File: src/rtl/adc_capture_pio_pkg.sv
// rtl/adc_capture_pio_pkg.sv - register map, bit indices and helpers for adc_capture_pio
// Shared by adc_capture_fifo and adc_capture_pio. No ports.

package adc_capture_pio_pkg;

   // Avalon-MM register addresses
   localparam logic [1:0] ADDR_DATA      = 2'd0;
   localparam logic [1:0] ADDR_STATUS    = 2'd1;
   localparam logic [1:0] ADDR_CONTROL   = 2'd2;
   localparam logic [1:0] ADDR_THRESHOLD = 2'd3;

   // STATUS bit positions
   localparam int STATUS_EMPTY   = 0;
   localparam int STATUS_FULL    = 1;
   localparam int STATUS_OVERRUN = 2;
   localparam int STATUS_IRQ     = 3;
   localparam int LEVEL_LSB      = 16;
   localparam int LEVEL_WIDTH    = 11;

   // CONTROL bit positions
   localparam int CTRL_CAPTURE_EN = 0;
   localparam int CTRL_FLUSH      = 1;
   localparam int CTRL_IRQ_EN     = 2;

   localparam int THRESHOLD_WIDTH = 11;

   // Ceiling log2, usable in parameter expressions
   function automatic int clog2(input int value);
      int result;
      result = 0;
      while ((1 << result) < value) begin
         result = result + 1;
      end
      return result;
   endfunction

endpackage

File: src/rtl/adc_capture_fifo.sv
// rtl/adc_capture_fifo.sv - synchronous sample FIFO with flush and level count
// Ports:
//   clk, reset_n        clock, asynchronous active-low reset
//   flush               clears pointers and level; discards same-cycle push/pop
//   push, push_data     write request and sample
//   pop                 read request (ignored while empty)
//   pop_data            head sample, combinational from the register array
//   level, empty, full  occupancy, 0..FIFO_DEPTH

module adc_capture_fifo
   import adc_capture_pio_pkg::*;
#(
   parameter int DATA_WIDTH = 16,
   parameter int FIFO_DEPTH = 16,
   localparam int AW = clog2(FIFO_DEPTH),
   localparam int LW = AW + 1
) (
   input  logic                  clk,
   input  logic                  reset_n,
   input  logic                  flush,
   input  logic                  push,
   input  logic [DATA_WIDTH-1:0] push_data,
   input  logic                  pop,
   output logic [DATA_WIDTH-1:0] pop_data,
   output logic [LW-1:0]         level,
   output logic                  empty,
   output logic                  full
);

   logic [DATA_WIDTH-1:0] mem [0:FIFO_DEPTH-1];
   logic [AW-1:0]         wr_ptr;
   logic [AW-1:0]         rd_ptr;
   logic                  do_push;
   logic                  do_pop;

   assign empty = (level == '0);
   assign full  = (level == LW'(FIFO_DEPTH));

   // A pop frees the slot the same cycle, so a full FIFO still accepts a
   // push when it is being read.
   assign do_pop  = pop & ~empty & ~flush;
   assign do_push = push & ~flush & (~full | do_pop);

   // Head is read straight from the array so DATA keeps a one-cycle latency
   assign pop_data = mem[rd_ptr];

   always_ff @(posedge clk) begin
      if (do_push) begin
         mem[wr_ptr] <= push_data;
      end
   end

   // Pointers are AW bits wide, so they wrap modulo FIFO_DEPTH for free
   always_ff @(posedge clk or negedge reset_n) begin
      if (!reset_n) begin
         wr_ptr <= '0;
         rd_ptr <= '0;
         level  <= '0;
      end else if (flush) begin
         wr_ptr <= '0;
         rd_ptr <= '0;
         level  <= '0;
      end else begin
         if (do_push) begin
            wr_ptr <= wr_ptr + 1'b1;
         end
         if (do_pop) begin
            rd_ptr <= rd_ptr + 1'b1;
         end
         case ({do_push, do_pop})
            2'b10:   level <= level + 1'b1;
            2'b01:   level <= level - 1'b1;
            default: level <= level;
         endcase
      end
   end

endmodule

File: src/rtl/adc_capture_pio.sv
// rtl/adc_capture_pio.sv - buffered ADC sample capture with Avalon-MM register interface
// Optional threshold/overrun interrupt enabled by defining ADC_CAPTURE_PIO_IRQ_EN.
// Ports:
//   clk, reset_n          bus clock, asynchronous active-low reset
//   chipselect, address   Avalon-MM slave select and register address
//   read, write           strobes, qualified by chipselect
//   writedata, readdata   32-bit write data, registered read data (latency 1)
//   in_port, in_valid     ADC sample and its one-cycle strobe
//   irq                   level interrupt, active high

module adc_capture_pio
   import adc_capture_pio_pkg::*;
#(
   parameter int DATA_WIDTH = 16,
   parameter int FIFO_DEPTH = 16,
   parameter int SIGN_EXT   = 0
) (
   input  logic                  clk,
   input  logic                  reset_n,
   input  logic                  chipselect,
   input  logic [1:0]            address,
   input  logic                  read,
   input  logic                  write,
   input  logic [31:0]           writedata,
   output logic [31:0]           readdata,
   input  logic [DATA_WIDTH-1:0] in_port,
   input  logic                  in_valid,
   output logic                  irq
);

   localparam int LW = clog2(FIFO_DEPTH) + 1;

   logic                       rd_en;
   logic                       wr_en;
   logic                       ctrl_wr;
   logic                       flush;
   logic                       push_req;
   logic                       pop_req;
   logic                       capture_en;
   logic                       overrun;
   logic                       irq_en;
   logic                       irq_pending;
   logic [THRESHOLD_WIDTH-1:0] threshold;
   logic [DATA_WIDTH-1:0]      fifo_head;
   logic [LW-1:0]              fifo_level;
   logic                       fifo_empty;
   logic                       fifo_full;
   logic [LEVEL_WIDTH-1:0]     level_ext;
   logic [31:0]                head_ext;
   logic [31:0]                rd_mux;
   logic                       unused_wdata;

   assign rd_en    = chipselect & read;
   assign wr_en    = chipselect & write;
   assign ctrl_wr  = wr_en & (address == ADDR_CONTROL);
   assign flush    = ctrl_wr & writedata[CTRL_FLUSH];
   assign push_req = in_valid & capture_en;
   assign pop_req  = rd_en & (address == ADDR_DATA);

   assign level_ext = LEVEL_WIDTH'(fifo_level);

   adc_capture_fifo #(
      .DATA_WIDTH (DATA_WIDTH),
      .FIFO_DEPTH (FIFO_DEPTH)
   ) u_fifo (
      .clk       (clk),
      .reset_n   (reset_n),
      .flush     (flush),
      .push      (push_req),
      .push_data (in_port),
      .pop       (pop_req),
      .pop_data  (fifo_head),
      .level     (fifo_level),
      .empty     (fifo_empty),
      .full      (fifo_full)
   );

   // Widen the head sample to the 32-bit bus
   generate
      if (DATA_WIDTH == 32) begin : g_no_ext
         assign head_ext = fifo_head;
      end else begin : g_ext
         logic fill;
         assign fill     = (SIGN_EXT != 0) ? fifo_head[DATA_WIDTH-1] : 1'b0;
         assign head_ext = {{(32-DATA_WIDTH){fill}}, fifo_head};
      end
   endgenerate

`ifdef ADC_CAPTURE_PIO_IRQ_EN
   assign irq_pending = irq_en &
                        (((threshold != '0) && (level_ext >= threshold)) | overrun);
   assign unused_wdata = ^writedata[31:THRESHOLD_WIDTH];

   always_ff @(posedge clk or negedge reset_n) begin
      if (!reset_n) begin
         irq_en    <= 1'b0;
         threshold <= '0;
         irq       <= 1'b0;
      end else begin
         if (ctrl_wr) begin
            irq_en <= writedata[CTRL_IRQ_EN];
         end
         if (wr_en && (address == ADDR_THRESHOLD)) begin
            threshold <= writedata[THRESHOLD_WIDTH-1:0];
         end
         irq <= irq_pending;
      end
   end
`else
   assign irq_en       = 1'b0;
   assign threshold    = '0;
   assign irq_pending  = 1'b0;
   assign irq          = 1'b0;
   assign unused_wdata = ^{writedata[31:3], writedata[CTRL_IRQ_EN]};
`endif

   // Register read mux; STATUS shows the state before this cycle's update
   always_comb begin
      rd_mux = '0;
      case (address)
         ADDR_DATA: begin
            rd_mux = fifo_empty ? 32'd0 : head_ext;
         end
         ADDR_STATUS: begin
            rd_mux[STATUS_EMPTY]                    = fifo_empty;
            rd_mux[STATUS_FULL]                     = fifo_full;
            rd_mux[STATUS_OVERRUN]                  = overrun;
            rd_mux[STATUS_IRQ]                      = irq_pending;
            rd_mux[LEVEL_LSB +: LEVEL_WIDTH]        = level_ext;
         end
         ADDR_CONTROL: begin
            rd_mux[CTRL_CAPTURE_EN] = capture_en;
            rd_mux[CTRL_IRQ_EN]     = irq_en;
         end
         ADDR_THRESHOLD: begin
            rd_mux[THRESHOLD_WIDTH-1:0] = threshold;
         end
         default: begin
            rd_mux = '0;
         end
      endcase
   end

   always_ff @(posedge clk or negedge reset_n) begin
      if (!reset_n) begin
         capture_en <= 1'b0;
         overrun    <= 1'b0;
         readdata   <= '0;
      end else begin
         if (ctrl_wr) begin
            capture_en <= writedata[CTRL_CAPTURE_EN];
         end
         // A pop while full makes room, so only an unaccompanied push overflows
         if (flush) begin
            overrun <= 1'b0;
         end else if (push_req && fifo_full && !pop_req) begin
            overrun <= 1'b1;
         end
         if (rd_en) begin
            readdata <= rd_mux;
         end
      end
   end

endmodule
File: config.mk
export PLATFORM = sky130hd
export DESIGN_NAME = adc_capture_pio
export DESIGN_NICKNAME = d
export VERILOG_FILES = /design/src/rtl/adc_capture_pio_pkg.sv /design/src/rtl/adc_capture_fifo.sv /design/src/rtl/adc_capture_pio.sv
export SDC_FILE = /design/constraint.sdc
export NUM_CORES = 1
export LEC_CHECK = 0
export ABC_AREA = 1
export ABC_CLOCK_PERIOD_IN_PS = 3500
export CORE_UTILIZATION = 35
export CTS_CLUSTER_SIZE = 28
export DETAILED_ROUTE_END_ITERATION = 6
export SYNTH_ARGS = -nofsm -noshare
export SYNTH_HDL_FRONTEND = slang
export SYNTH_HIERARCHICAL = 1
export SYNTH_SLANG_ARGS = --single-unit
File: constraint.sdc
create_clock -name clk -period 3.5 [get_ports clk]
set_input_delay 0.7 -clock clk [delete_from_list [all_inputs] [get_ports clk]]
set_output_delay 0.7 -clock clk [all_outputs]
set_load 0.1 [all_outputs]
==> impl_metrics.json, run 1 <==
{
  "postCtsSetupRepairBufs": 0,
  "cts-root-buf": "clkbuf_16",
  "crit_required_ns": 2.80,
  "clock_latency_ns": 0.55,
  "drt_iter0_markers": 597,
  "core_sq_um": 33800,
  "setup_ws_ns": 0.750,
  "wl_um": 28300,
  "post-dp-hpwl_um": 17200,
  "cap_violations": 0,
  "drc": 0,
  "start_util_pct": 35.8,
  "finalClockSkew_ns": 0.0126,
  "drtAntennaViolNets": 0,
  "n_fill_cell": 3086,
  "grt_antenna_before_repair": 0,
  "hold_class": "in2async",
  "vdd_drop_max_mv": 0.476,
  "die_width_um": 188,
  "crit_arrival_ns": 2.05,
  "synth.area.top_cells": "edfxtp_1 (64%), dfrtp_1 (7.4%), nand2_1 (6.1%)",
  "setup_violations": 0,
  "hold_buffers": 0,
  "place_ws_ns": 0.359,
  "vias": 7734,
  "path_class": "reg2out",
  "detail_route.first_pass.iterations": 5,
  "p_int_uw": 6810,
  "fp.dieH_um": 188,
  "ys_seq_area_share_pct": 71.0,
  "grt.total_usage_pct": 16.0,
  "htree_levels": 1,
  "mostFrequentLayoutCells": "edfxtp_1 (256), nand2_1 (196), nor2_1 (106), o21ai_0 (95), nand3_1 (58)",
  "clk_pin_slew_worst_paths_ns": 0.06,
  "ctsResizeCount": 0,
  "ff_latch_area_sq_um": 8590,
  "cts.sinks": 292,
  "worst_pin_slew_ns": 0.984,
  "p_comb_share_pct": 31.6,
  "final_util_pct": 41.8,
  "p_sw_uw": 3950,
  "min_period_over_period_pct": 78.6,
  "grt_remaining_overflow": 0,
  "timing.rr.start": "u_fifo/rd_ptr[1]$_DFFE_PN0P_",
  "multi_input_area_sq_um": 2980,
  "cts_tree": "yes",
  "nNetsFinal": 1151,
  "use_met2_pct": 25.1,
  "rr_endpoint": "readdata[0]$_DFFE_PN0N_",
  "worstSetupStartpointType": "flip-flop",
  "avgViaCountPerCell": 4.97,
  "hold_viol_final": 0,
  "max_stage_delay_ns": 1.15,
  "syn_area_per_cell_sq_um": 11.9,
  "die-area_sq_um": 35300,
  "gp_congestion": 0.829,
  "portBuffers": 46,
  "io_pins": 89,
  "grt_max_degree": 147,
  "row_count": 67,
  "busiest_layer": "met2",
  "finalSetupTns_ns": 0,
  "pwr-share-clk_pct": 29.4,
  "grt_pass1_vias": 7270,
  "p_sw_share_pct": 36.7,
  "regToRegSetupSlack_ns": 1.05,
  "grt_pass1_wl_um": 43400,
  "synthCells": 1017,
  "p_leak_uw": 0.00513,
  "wl_per_cell_um": 18.2,
  "cts_buffer_depth": 3,
  "max_freq_mhz": 364,
  "crit_family": "buffers and inverters",
  "post-synth-top-area-cell": "edfxtp_1",
  "drive_gt1_share_pct": 11.4,
  "synth_area_sq_um": 12100,
  "period_minus_slack_ns": 2.75,
  "syn_to_final_growth_pct": 16.6,
  "final_common_cell": "edfxtp_1",
  "status": "finished, final reports clean",
  "cts_made_buffers": 31,
  "r2r_cells": 11,
  "slowest_stage": "clkdlybuf4s50_1",
  "critical_path_buf_inv_count": 1,
  "crit_chain": "clkdlybuf4s50_1",
  "synth_seq_cells": 292,
  "cp-end-kind": "output port",
  "power_frac_seq_pct": 39.0,
  "synth_top_area_share_pct": 63.5,
  "cellPowerDensity_nw_per_um2": 763,
  "diodes": 0,
  "ys_types": 34,
  "grt_use_met1_pct": 23.4,
  "rsz0062_at_grt": "false",
  "crit_fanout": 2,
  "slew_viol_final": 0,
  "yosysWarnings": 6,
  "gr-usage-met3_pct": 2.70,
  "slew_headroom_pct": 34.2
}
power by group through the flow:
stage | logic (uW) | registers (uW) | clock network [uW]
after floorplan | 2000 | 4620 | 0
after global placement | 3350 | 4260 | 0
after detailed placement | 3400 | 4270 | 0
after CTS | 3410 | 4200 | 3230
after global routing | 3720 | 4220 | 3360
final | 3400 | 4200 | 3160
registers in the layout, indices dropped and copies added, names as in the netlist:
signal         cells
capture_en         1
u_fifo/level       5
u_fifo/mem       256
u_fifo/wr_ptr      4
readdata          21
overrun            1
u_fifo/rd_ptr      4
layer usage:
metal / vias to the layer above / share of wire [%]
met2: 229 / 46
met1: 3781 / 46
met4: 0 / 1.2
li1: 3696 / -
met5: - / 0
met3: 28 / 6.2
synth_stat cells, drive strengths merged:
cell and count:
conb 1, nand4 24, nor3b 1, nor2 124, nor3 2, xor2 1
buf 54, ha 8, inv 50, dfrtp 36, o21ai 112, clkinv 1
fa 1, a21oi 41, a31oi 2, o211ai 22, clkbuf 10, nand2 202
edfxtp 256, o22ai 10, nand3 59
cell families after synthesis:
family | after synthesis | share of synthesized area [%]
AO/OA/AOI/OAI | 187 | 8.64
XOR/XNOR | 1 | 0.0724
adder cells (fa/ha/maj) | 9 | 0.993
buffers and inverters | 115 | 5.06
flip-flops | 292 | 71.0
other | 1 | 0.0310
AND/OR/NAND/NOR | 412 | 14.2
worst max-delay path by stage:
| stage | startpoint | endpoint | slack [ns] | depth (start not counted) |
|---|---|---|---|---|
| 6_report | readdata[6]$_DFFE_PN0N_ | readdata[6] | 0.75 | 1 |
| 3_5_place_dp | address[0] | u_fifo/level[4]$_DFFE_PN0P_ | 0.36 | 18 |
| 4_1_cts | readdata[6]$_DFFE_PN0N_ | readdata[6] | 0.72 | 1 |
| 3_3_place_gp | address[1] | u_fifo/level[4]$_DFFE_PN0P_ | 0.39 | 15 |
| 5_1_grt | address[0] | u_fifo/level[4]$_DFFE_PN0P_ | 0.63 | 18 |
| 2_1_floorplan | address[1] | u_fifo/mem[11][0]$_DFFE_PP_ | 0.78 | 10 |
per-stage QoR:
step	power (uW)	hold WS, ns	area (sq um)	instances
final	10800	0.252	14100	1557
after floorplan	6620	0.404	12100	1028
after detailed placement	7660	0.467	13100	1501
after global placement	7610	0.464	13100	1501
after global routing	11300	0.283	14100	1557
after CTS	10800	0.256	14100	1557
area by class of cell:
cell class,count,share of cell area (%)
tap,448,3.97
timing repair buffer,89,5.69
inverter,51,1.37
clock buffer,36,5.63
clock inverter,20,1.32
sequential,292,60.9
multi-input combinational,621,21.1
Power figures use the tool's default switching activity.
==> run 2: changes to the inputs <==
--- a/config.mk
+++ b/config.mk
@@ -6,7 +6,7 @@
 export NUM_CORES = 1
 export LEC_CHECK = 0
 export ABC_AREA = 1
-export ABC_CLOCK_PERIOD_IN_PS = 3500
+export ABC_CLOCK_PERIOD_IN_PS = 2800
 export CORE_UTILIZATION = 35
 export CTS_CLUSTER_SIZE = 28
 export DETAILED_ROUTE_END_ITERATION = 6
==> constraint.sdc (replaced) <==
create_clock -name clk -period 2.8 [get_ports clk]
set_input_delay 0.56 -clock clk [delete_from_list [all_inputs] [get_ports clk]]
set_output_delay 0.56 -clock clk [all_outputs]
set_load 0.1 [all_outputs]
==> run 2 against run 1 <==
  * Largest cell class unchanged
  * Power is 25% higher
  * Die area stayed put
  * First-iteration DRC count is 0.50% higher
  * Sequential power is 26% higher
  * Wire length is 3.6% higher
==> impl_metrics.json, run 2 (synthesized netlist as in run 1, its figures left out) <==
{
  "status": "finished, final reports clean",
  "crit_top_cell": "nor2_1",
  "p_leak_uw": 0.00530,
  "setup_violations": 0,
  "die-area_sq_um": 35300,
  "cellPowerDensity_nw_per_um2": 937,
  "grt_remaining_overflow": 0,
  "total_power_uw": 13500,
  "avgViaCountPerCell": 5.01,
  "pwr-share-clk_pct": 28.0,
  "crit_arrival_ns": 2.95,
  "grt_antenna_before_repair": 1,
  "wl_per_cell_um": 18.5,
  "die_width_um": 188,
  "path_class": "reg2reg",
  "hold_class": "in2async",
  "slowest_stage": "dfrtp_1",
  "clock_latency_ns": 0.57,
  "worst_pin_slew_ns": 0.816,
  "largest_reg_flops": 256,
  "slew_viol_final": 0,
  "finalClockSkew_ns": 0.0196,
  "detail_route.first_pass.iterations": 5,
  "p_comb_share_pct": 32.7,
  "worstSetupStartpointType": "flip-flop",
  "drive_gt1_share_pct": 15.2,
  "drc": 0,
  "crit_required_ns": 3.25,
  "cp-end-kind": "flip-flop",
  "gp_congestion": 0.819,
  "syn_to_final_growth_pct": 18.7,
  "portBuffers": 46,
  "grt_max_degree": 49,
  "top_register": "u_fifo/mem",
  "power_frac_seq_pct": 39.4,
  "mostFrequentLayoutCells": "edfxtp_1 (256), nand2_1 (196), nor2_1 (106), o21ai_0 (95), buf_4 (70)",
  "period_minus_slack_ns": 2.50,
  "p_sw_share_pct": 37.8,
  "regToRegSetupSlack_ns": 0.30,
  "final_common_cell": "edfxtp_1",
  "io_pins": 89,
  "n_fill_cell": 3129,
  "max_stage_delay_ns": 0.76,
  "fp.dieH_um": 188,
  "crit_path_start": "u_fifo/rd_ptr[2]$_DFFE_PN0P_",
  "cts.sinks": 292,
  "clk_pin_slew_worst_paths_ns": 0.06,
  "post-dp-hpwl_um": 18400,
  "max_freq_mhz": 400,
  "cap_violations": 0,
  "final_util_pct": 42.5,
  "crit_chain": "nand2_2 -> inv_2 -> nand3_1 -> nand2_1 -> a21oi_1 -> o21ai_0 -> nand2_1 -> inv_1 -> nor2_1 -> nor2_1 -> nor2_1",
  "cts_tree": "yes",
  "p_int_uw": 8370,
  "p_sw_uw": 5080,
  "grt.total_usage_pct": 16.8,
  "cts_made_buffers": 31,
  "cts-root-buf": "clkbuf_16",
  "crit_fanout": 14,
  "min_period_over_period_pct": 89.3,
  "reg_top3": "u_fifo/mem x256, readdata x21, u_fifo/level x5",
  "rr_endpoint": "readdata[2]$_DFFE_PN0N_",
  "vdd_drop_max_mv": 0.593,
  "grt_pass1_wl_um": 45300,
  "wl_um": 29300,
  "cts_buffer_depth": 3,
  "slew_headroom_pct": 45.6,
  "hold_buffers": 0,
  "rsz0062_at_grt": "false",
  "grt_pass1_vias": 7681,
  "ctsResizeCount": 0,
  "timing.rr.start": "u_fifo/rd_ptr[2]$_DFFE_PN0P_",
  "core_sq_um": 33800,
  "row_count": 67,
  "start_util_pct": 35.8,
  "htree_levels": 1,
  "vias": 7930,
  "nNetsFinal": 1173,
  "drt_iter0_markers": 600,
  "hold_viol_final": 0,
  "r2r_cells": 11,
  "drtAntennaViolNets": 0,
  "postCtsSetupRepairBufs": 0
}
[run 2: power groups by stage]
stage,clock network (uW),logic (uW),registers [uW]
CTS,3840,4390,5290
finish,3760,4400,5300
global route,4000,4810,5330
detailed placement,0,4380,5380
global placement,0,4330,5370
floorplan,0,2500,5780
[run 2: how the worst max path moves through the flow]
| stage | to | slack [ns] | cells after the start |
|---|---|---|---|
| after global placement | u_fifo/mem[2][7]$_DFFE_PP_ | -0.03 | 11 |
| after global routing | readdata[2]$_DFFE_PN0N_ | 0.16 | 11 |
| after CTS | readdata[2]$_DFFE_PN0N_ | 0.36 | 11 |
| after floorplan | u_fifo/mem[11][0]$_DFFE_PP_ | 0.22 | 10 |
| final | readdata[2]$_DFFE_PN0N_ | 0.30 | 11 |
| after detailed placement | u_fifo/mem[2][7]$_DFFE_PP_ | -0.03 | 11 |
[run 2: area by class of cell]
cell class	count	area (sq um)	share of cell area, %
well taps	448	561	3.90
flip-flops and latches	292	8590	59.9
clock buffers	37	798	5.56
clock inverters	21	136	0.950
repair buffers	111	1090	7.60
multi-input cells	621	2980	20.8
inverters	51	194	1.35
diodes	1	2.50	0.0174
[run 2: stage by stage]
step	hold WS [ns]	worst slack, ns	std cells	area (sq um)	TNS (ns)
floorplan	0.264	0.215	1028	12100	0
global placement	0.467	-0.0314	1523	13400	-0.334
detailed placement	0.469	-0.0279	1523	13400	-0.337
CTS	0.105	0.357	1581	14400	0
global route	0.159	0.161	1581	14400	0
finish	0.0954	0.301	1582	14400	0
[run 2: worst max-delay path: cells and delay by family (launching register included)]
| family | cells | cell delay (ns) |
|---|---|---|
| AO/OA/AOI/OAI | 2 | 0.13 |
| flip-flops | 1 | 0.76 |
| buffers and inverters | 2 | 0.52 |
| AND/OR/NAND/NOR | 7 | 0.95 |
[run 2: routing by layer]
metal / up-vias / track usage (%) / routed length (um)
met5: - / 0 / 0
met1: 3866 / 23.5 / 13200
li1: 3744 / - / -
met4: 0 / 5.13 / 814
met3: 59 / 3.20 / 1920
met2: 261 / 26.4 / 13400
